File: src/rtl/fib_sat_counter.sv
// Saturating up-counter: holds at all-ones instead of wrapping.
module fib_sat_counter #(
    parameter int CNT_W = 16
) (
    input  logic             clk,
    input  logic             reset,
    input  logic             clr,
    input  logic             inc,
    output logic [CNT_W-1:0] q
);

    always_ff @(posedge clk) begin
        if (!reset || clr) begin
            q <= '0;
        end else if (inc && (q != '1)) begin
            q <= q + 1'b1;
        end
    end

endmodule

File: config.mk
export PLATFORM = sky130hd
export DESIGN_NAME = fib_sat_counter
export DESIGN_NICKNAME = d
export VERILOG_FILES = /design/src/rtl/fib_sat_counter.sv
export SDC_FILE = /design/constraint.sdc
export NUM_CORES = 1
export LEC_CHECK = 0
export CAP_MARGIN = 15
export CORE_UTILIZATION = 54
export CTS_BUF_LIST = sky130_fd_sc_hd__clkbuf_8
export DETAILED_ROUTE_END_ITERATION = 10
export HOLD_SLACK_MARGIN = 0.06
export PLACE_DENSITY = 0.83
export SLEW_MARGIN = 20
export SYNTH_ARGS = -nofsm -noshare
export SYNTH_HDL_FRONTEND = slang
export SYNTH_SLANG_ARGS = --single-unit
File: constraint.sdc
create_clock -name clk -period 3.26 [get_ports clk]
set_input_delay 0.978 -clock clk [delete_from_list [all_inputs] [get_ports clk]]
set_output_delay 0.978 -clock clk [all_outputs]
set_load 0.05 [all_outputs]
Word level (Yosys, flattened, before mapping)
Index checks and enable logic that the tools add are counted.
{"block": "totals", "reg_bits": 16, "out_inout_bits": 16}
{"block": "op_classes", "n_eq_ne": 1, "add_sub_neg": 1, "reduce_logical": 3}
{"cell": "16-bit by 1-bit adder with 16-bit output, second input constant", "count": 1}
{"cell": "16-bit inequality test, second input constant", "count": 1}
{"cell": "1-bit logical AND", "count": 1}
{"cell": "1-bit zero test", "count": 1}
{"cell": "1-bit logical OR", "count": 1}

Logic depth before layout (Yosys ltp)
Gate-level depths: netlist of the first run.
{"block": "depth", "depth_word": 2, "ltp_mapped": 5, "depth_no_buf": 5}

Worst setup path before layout of the first run
Ideal clock, no wire load.
{"block": "synth_path", "kind": "in2reg", "startpoint": "input inc", "endpoint": "register q[7]", "t_arrival_ns": 1.951, "path_buffers": 0, "required_ns": 3.189, "slack_ns": 1.239, "path_stages": 4, "cell_sequence": "and3_2 -> nand3_1 -> or4_1 -> a21oi_1"}
{"block": "synth_via", "elab_chain_cells": 1}
{"item": "start, declared", "line_no": "8", "rtl": "input logic inc,"}
{"item": "1-bit logical AND", "line_no": "15", "rtl": "end else if (inc && (q != '1)) begin"}
{"item": "end signal, assigned", "line_no": "16", "rtl": "q <= q + 1'b1;"}
{"item": "end, declared", "line_no": "9", "rtl": "output logic [CNT_W-1:0] q"}
Every way passes these cells.
A chain may end at the register's enable or synchronous reset.

Worst setup path in the final report of the first run
{"block": "layout_path", "startpoint": "register q[2]", "endpoint": "output q[2]"}
No word-level cell between the ends.

==> out/qor.json, run 1 <==
{
  "run_status": {
    "run_status": "finished, final reports clean"
  },
  "synthesis": {
    "yosys_register_bits": 16,
    "synth.lib_cells_used.distinct": 34,
    "synthFlopType": "sky130_fd_sc_hd__dfxtp_1",
    "synthesis.area_per_instance_um2": 9.17,
    "synth.cells.most_frequent": "16 x sky130_fd_sc_hd__dfxtp_1, 8 x sky130_fd_sc_hd__nand2_1, 6 x sky130_fd_sc_hd__a21oi_1",
    "synth_largest_area_cell": "sky130_fd_sc_hd__dfxtp_1",
    "syn-num-nets": 99,
    "synth-seq-area-share_pct": 37.2,
    "number_of_cells_produced_by_synthesis": 94,
    "syn-cell-area_um2": 862,
    "yosysWarnings": 0,
    "async_reset_ff_share_pct": 0,
    "synth.area.top_cells": "sky130_fd_sc_hd__dfxtp_1 37%, sky130_fd_sc_hd__nand4_2 4.4%, sky130_fd_sc_hd__and4_1 4.1%",
    "synth-edff-count": 0,
    "netlist.area_leader.share_pct": 37.2,
    "post-synth-top-count-cell": "sky130_fd_sc_hd__dfxtp_1"
  },
  "route": {
    "drt-wirelength-per-cell_um": 15.9,
    "finalWirelength_um": 2080,
    "drt_iter0_drc": 24,
    "vias": 885,
    "detail-route-antenna-nets": 0,
    "detail_route.vias_per_cell": 6.76,
    "drc": 0,
    "firstDrtPassIters": 4
  },
  "setup_path": {
    "crit_path_max_fanout": 9,
    "critical_path.startpoint": "q[2]$_SDFFE_PP0P_",
    "timing.critical_path.cells": "clkdlybuf4s50_1",
    "worst_r2r_startpoint": "q[8]$_SDFFE_PP0P_",
    "timing.critical_path.from_type": "flop",
    "critical_path.slowest_cell": "sky130_fd_sc_hd__clkdlybuf4s50_1",
    "slowest_delay_ns": 0.87,
    "crit_buf_inv": 1,
    "timing_worst_setup_path_type": "reg2out",
    "critical_path.endpoint_type": "output port",
    "worst-endpoint-arrival_ns": 1.63,
    "required_ns": 2.28,
    "cpLargestDelayFamily": "buffers and inverters"
  },
  "global_route": {
    "grt_pass1_vias": 844,
    "antenna_violations_before_repair": 0,
    "total_congestion_overflow": 0,
    "grt_max_degree": 12,
    "global_route_wire_length_before_repair_um": 3570,
    "track_usage_pct": 26.7
  },
  "die": {
    "die_y_um": 42.0,
    "chipWidth_um": 42.0,
    "die_area_um2": 1760,
    "floorplan.initialDensity_pct": 57.2,
    "num_rows": 14,
    "core_area_um2": 1510,
    "io-pin-count": 20
  },
  "worst_hold_path": {
    "holdCritPathClass": "reg2reg",
    "hp-start": "q[1]$_SDFFE_PP0P_"
  },
  "job": {
    "cap_viol_max_count": 0
  },
  "clock_network": {
    "cts.repair.resized": 0,
    "clock_latency_ns": 0.25,
    "clock-root-buffer": "sky130_fd_sc_hd__clkbuf_8",
    "cts_setup_buffers": 0,
    "cts_hold_buf": 0,
    "cts_max_level": 1,
    "cts_tree": "done",
    "tritoncts_num_sinks": 16,
    "clkTransAtPathRegs_ns": 0.07,
    "largest_buffer_count_on_any_clock_path": 2,
    "cts_buffers": 3
  },
  "placed_design": {
    "place_area_um2": 1060,
    "gpl.final_weighted_congestion": 0.788,
    "portBuffers": 19,
    "dp_hpwl_um": 1450,
    "place_ws_ns": 0.625
  },
  "cells_and_area": {
    "registers.top_by_ff_count": "q",
    "final_core_utilization_pct": 74.3,
    "finish.net_count": 121,
    "diodes": 0,
    "syn_to_final_growth_pct": 29.9,
    "largestRegisters": "q: 16 flops",
    "final_design_area_no_fill_um2": 1120,
    "drive_above_1_share_pct": 11.3,
    "largest_register_ffs": 16,
    "nFillCells": 113
  },
  "sta": {
    "fin_tns_setup_ns": 0,
    "post-route-period-util_pct": 79.9,
    "period_needed_ns": 2.61,
    "tightest_slew_ns": 0.684,
    "clock_skew_ns": 0.00525,
    "unrepaired_setup_endpoints_after_global_routing": "false",
    "final_hold_viol_count": 0,
    "slew_violations": 0,
    "final-setup-viol-count": 0,
    "fmaxAchievable_ghz": 0.384,
    "final_critical_path_setup_slack_ns": 0.654,
    "slew_headroom_pct": 54.3
  },
  "pwr": {
    "power.density_nw_per_um2": 350,
    "vdd.ir_drop.worst_uv": 251,
    "p_leak_uw": 0.000381
  }
}
[cells in the final DEF (no fill, tap or decap)]
master and instances:
sky130_fd_sc_hd__clkdlybuf4s50_1 19, sky130_fd_sc_hd__nor4_2 1, sky130_fd_sc_hd__ha_1 1, sky130_fd_sc_hd__o21a_1 1, sky130_fd_sc_hd__a41o_1 1, sky130_fd_sc_hd__nand2_1 8, sky130_fd_sc_hd__nand4_4 1, sky130_fd_sc_hd__o21ai_1 3
sky130_fd_sc_hd__nand3_1 5, sky130_fd_sc_hd__or2_0 1, sky130_fd_sc_hd__clkbuf_8 4, sky130_fd_sc_hd__inv_1 1, sky130_fd_sc_hd__a31oi_1 4, sky130_fd_sc_hd__xor2_1 1, sky130_fd_sc_hd__nor3_2 1, sky130_fd_sc_hd__o311ai_1 3
sky130_fd_sc_hd__dfxtp_1 16, sky130_fd_sc_hd__nand2b_1 1, sky130_fd_sc_hd__and4_4 1, sky130_fd_sc_hd__nand4_1 2, sky130_fd_sc_hd__and2_1 3, sky130_fd_sc_hd__o41ai_2 1, sky130_fd_sc_hd__nor2b_1 1, sky130_fd_sc_hd__or4_1 4
sky130_fd_sc_hd__a21oi_1 6, sky130_fd_sc_hd__o21ai_0 3, sky130_fd_sc_hd__or3_1 2, sky130_fd_sc_hd__nor3_1 1, sky130_fd_sc_hd__o41ai_1 3, sky130_fd_sc_hd__nor2_1 3, sky130_fd_sc_hd__and4_1 4, sky130_fd_sc_hd__o31a_1 1
sky130_fd_sc_hd__nand4_2 3, sky130_fd_sc_hd__and3_2 1, sky130_fd_sc_hd__o31ai_1 4
[metal layers]
| metal | up-vias | global-route usage (%) | wire [um] | share of wire, % |
|---|---|---|---|---|
| met1 | 424 | 31.3 | 896 | 43 |
| met5 | - | 0 | 0 | 0 |
| met3 | 11 | 4.35 | 59 | 2.8 |
| met2 | 24 | 41.9 | 1030 | 50 |
| li1 | 426 | - | - | - |
| met4 | 0 | 22.6 | 91 | 4.4 |
[per-stage QoR]
| step | hold WS (ns) | total power [uW] | instances |
|---|---|---|---|
| finish | 0.492 | 392 | 131 |
| detailed placement | 0.489 | 219 | 127 |
| floorplan | 0.699 | 211 | 94 |
| CTS | 0.499 | 396 | 131 |
| global placement | 0.481 | 219 | 127 |
| global route | 0.538 | 400 | 131 |
[power by group]
part           leakage, uW  internal, uW  switching, uW  total [uW]
logic             0.000223          6.95           10.2        17.1
clock network    0.0000288           107           70.7         178
registers         0.000129           196          0.940         197
[worst paths after layout]
check | end | slack, ns | cells past startpoint
worst min register to register | q[1]$_SDFFE_PP0P_ | 0.49 | 2
worst min-delay path | q[1]$_SDFFE_PP0P_ | 0.49 | 2
worst max register to register | q[4]$_SDFFE_PP0P_ | 1.60 | 4
worst max-delay path | q[2] | 0.65 | 1
[cell type report]
| class | count | area [um^2] | area share (%) |
|---|---|---|---|
| repair buffers | 19 | 190 | 17.0 |
| clock buffers | 4 | 55.1 | 4.92 |
| multi-input cells | 75 | 531 | 47.4 |
| well taps | 16 | 20.0 | 1.79 |
| flip-flops and latches | 16 | 320 | 28.6 |
| inverters | 1 | 3.75 | 0.335 |
[cells by family after synthesis]
group	share of synthesized area, %
compound gates	24.4
xor+xnor	1.02
fa+ha+maj	1.45
buf+inv	1.31
flops	37.2
simple gates	34.7
No activity file was read; power rests on OpenSTA's default activity.
==> inputs of run 2 (changes only) <==
--- a/config.mk
+++ b/config.mk
@@ -6,11 +6,11 @@
 export NUM_CORES = 1
 export LEC_CHECK = 0
 export CAP_MARGIN = 15
-export CORE_UTILIZATION = 54
+export CORE_UTILIZATION = 50
 export CTS_BUF_LIST = sky130_fd_sc_hd__clkbuf_8
 export DETAILED_ROUTE_END_ITERATION = 10
 export HOLD_SLACK_MARGIN = 0.06
-export PLACE_DENSITY = 0.83
+export PLACE_DENSITY = 0.78
 export SLEW_MARGIN = 20
 export SYNTH_ARGS = -nofsm -noshare
 export SYNTH_HDL_FRONTEND = slang
==> constraint.sdc (replaced) <==
create_clock -name clk -period 2.6 [get_ports clk]
set_input_delay 0.78 -clock clk [delete_from_list [all_inputs] [get_ports clk]]
set_output_delay 0.78 -clock clk [all_outputs]
set_load 0.05 [all_outputs]
==> run 2 against run 1 <==
  * Largest cell class unchanged
  * Sequential power up 25%
  * Non-clock buffer count grew 2
  * The flow now finishes with violations (design-rule violations)
  * Die area grew 7.6%
  * Worst setup slack worse by 0.43 ns
  * Register-to-register slack got worse by 0.68 ns
  * Total power grew 25%
  * Clock power is 23% higher
  * Cell area rose by 1.3%
  * Critical path type unchanged
==> out/qor.json, run 2 (synthesis results as in run 1) <==
{
  "clock_network": {
    "cts_setup_buffers": 0,
    "largest_buffer_count_on_any_clock_path": 2,
    "clkTransAtPathRegs_ns": 0.07,
    "cts_hold_buf": 0,
    "cts_max_level": 1,
    "tritoncts_num_sinks": 16,
    "cts.repair.resized": 0,
    "cts_tree": "done",
    "clock-root-buffer": "sky130_fd_sc_hd__clkbuf_8",
    "cts_buffers": 3,
    "clock_latency_ns": 0.25
  },
  "sta": {
    "clock_skew_ns": 0.00434,
    "final_critical_path_setup_slack_ns": 0.223,
    "final_hold_viol_count": 0,
    "slew_violations": 0,
    "post-route-period-util_pct": 91.4,
    "final-setup-viol-count": 0,
    "period_needed_ns": 2.38,
    "unrepaired_setup_endpoints_after_global_routing": "false",
    "fin_tns_setup_ns": 0,
    "slew_headroom_pct": 66.2,
    "hold-worst-slack_ns": 0.519,
    "tightest_slew_ns": 0.505,
    "fmaxAchievable_ghz": 0.421
  },
  "run_status": {
    "run_status": "finished with violations",
    "violations_in_the_final_reports": "design-rule violations"
  },
  "setup_path": {
    "critical_path.endpoint_type": "output port",
    "r2r_end": "q[12]$_SDFFE_PP0P_",
    "required_ns": 1.82,
    "timing_worst_setup_path_type": "reg2out",
    "crit_buf_inv": 1,
    "crit_path_max_fanout": 8,
    "worst-r2r-setup-slack_ns": 0.92,
    "timing.critical_path.from_type": "flop",
    "critical_path.slowest_cell": "sky130_fd_sc_hd__clkdlybuf4s50_1",
    "timing.critical_path.cells": "clkdlybuf4s50_1",
    "cpLargestDelayFamily": "buffers and inverters",
    "slowest_delay_ns": 0.86,
    "worst_r2r_startpoint": "q[0]$_SDFFE_PP0P_",
    "r2r.worst_path.cells": 5,
    "worst-endpoint-arrival_ns": 1.60
  },
  "route": {
    "finalWirelength_um": 1940,
    "detail_route.vias_per_cell": 6.51,
    "detail-route-antenna-nets": 0,
    "drc": 4,
    "firstDrtPassIters": 7,
    "drt-wirelength-per-cell_um": 14.6,
    "drt_iter0_drc": 13,
    "vias": 866
  },
  "worst_hold_path": {
    "holdCritPathClass": "reg2reg",
    "hp-start": "q[15]$_SDFFE_PP0P_",
    "holdPathStages": 2,
    "whs_endpoint": "q[15]$_SDFFE_PP0P_"
  },
  "pwr": {
    "switching_share_pct": 20.2,
    "p_leak_uw": 0.000392,
    "power_frac_seq_pct": 50.6,
    "power.density_nw_per_um2": 431,
    "power_switching_uw": 98.5,
    "power.clock.fraction_pct": 44.7,
    "power_uw": 489,
    "comb_power_share_pct": 4.6,
    "internal_uw": 390,
    "vdd.ir_drop.worst_uv": 330
  },
  "global_route": {
    "track_usage_pct": 23.9,
    "antenna_violations_before_repair": 0,
    "grt_max_degree": 12,
    "total_congestion_overflow": 0,
    "global_route_wire_length_before_repair_um": 3370,
    "grt_pass1_vias": 750
  },
  "die": {
    "die_area_um2": 1890,
    "chipWidth_um": 43.5,
    "core_area_um2": 1560,
    "floorplan.initialDensity_pct": 55.3,
    "num_rows": 14,
    "die_y_um": 43.5,
    "io-pin-count": 20
  },
  "cells_and_area": {
    "diodes": 0,
    "syn_to_final_growth_pct": 31.6,
    "registers.top_by_ff_count": "q",
    "mostFrequentLayoutCells": "19 x sky130_fd_sc_hd__clkdlybuf4s50_1, 16 x sky130_fd_sc_hd__dfxtp_1, 8 x sky130_fd_sc_hd__nand2_1",
    "most_frequent_standard_cell_in_the_layout_excluding_fill_and_tap_cells": "sky130_fd_sc_hd__clkdlybuf4s50_1",
    "drive_above_1_share_pct": 12.8,
    "largestRegisters": "q: 16 flops",
    "finish.net_count": 123,
    "largest_register_ffs": 16
  },
  "job": {
    "cap_viol_max_count": 0
  },
  "placed_design": {
    "dp_hpwl_um": 1430,
    "portBuffers": 19,
    "gpl.final_weighted_congestion": 0.799,
    "place_ws_ns": 0.175
  }
}
run 2: cell types whose count changed in the layout (fill, tap and decap cells not counted):
cell | before | now
sky130_fd_sc_hd__buf_4 | 0 | 2
run 2: cell type report:
class / instances / area, um^2
Inverter: 1 / 3.75
Clock buffer: 4 / 55.1
Multi-Input combinational cell: 75 / 531
Tap cell: 16 / 20.0
Sequential cell: 16 / 320
Timing Repair Buffer: 21 / 205
Fill cell: 112 / 424
run 2: routing by layer:
| metal | part of all wire (%) | global-route usage (%) |
|---|---|---|
| met5 | 0 | 0 |
| met4 | 2.0 | 12.5 |
| met3 | 4.2 | 4.17 |
| met2 | 49 | 39.4 |
| met1 | 45 | 29.7 |
run 2: worst reg2reg max path, delay by kind of cell (launching register included):
| family | cells | cell delay [ns] |
|---|---|---|
| AND/OR/NAND/NOR | 2 | 0.50 |
| flip-flops | 1 | 0.39 |
| adder cells (fa/ha/maj) | 1 | 0.20 |
| AO/OA/AOI/OAI | 2 | 0.48 |
run 2: worst max path at each step:
stage	depth (start not counted)	endpoint	startpoint	slack [ns]
after floorplan	5	q[12]$_SDFFE_PP0P_	q[0]$_SDFFE_PP0P_	0.68
after global placement	5	q[15]$_SDFFE_PP0P_	inc	0.21
after detailed placement	5	q[7]$_SDFFE_PP0P_	inc	0.18
after CTS	1	q[8]	q[8]$_SDFFE_PP0P_	0.22
after global routing	1	q[3]	q[3]$_SDFFE_PP0P_	0.18
final	1	q[3]	q[3]$_SDFFE_PP0P_	0.22
run 2: per-stage QoR:
step           util (%)  cell area, um^2  cells
4_1_cts            72.8             1130    133
2_1_floorplan         -              862     94
5_1_grt            72.8             1130    133
6_report           72.8             1130    133
3_3_place_gp       69.3             1080    129
3_5_place_dp       69.3             1080    129
run 2: power by group through the flow:
| stage | Sequential, uW | Clock, uW | Combinational (uW) |
|---|---|---|---|
| after floorplan | 257 | 0 | 8.58 |
| after global placement | 253 | 0 | 22.3 |
| after detailed placement | 253 | 0 | 22.5 |
| after CTS | 247 | 224 | 22.6 |
| after global routing | 247 | 239 | 24.5 |
| final | 247 | 219 | 22.6 |
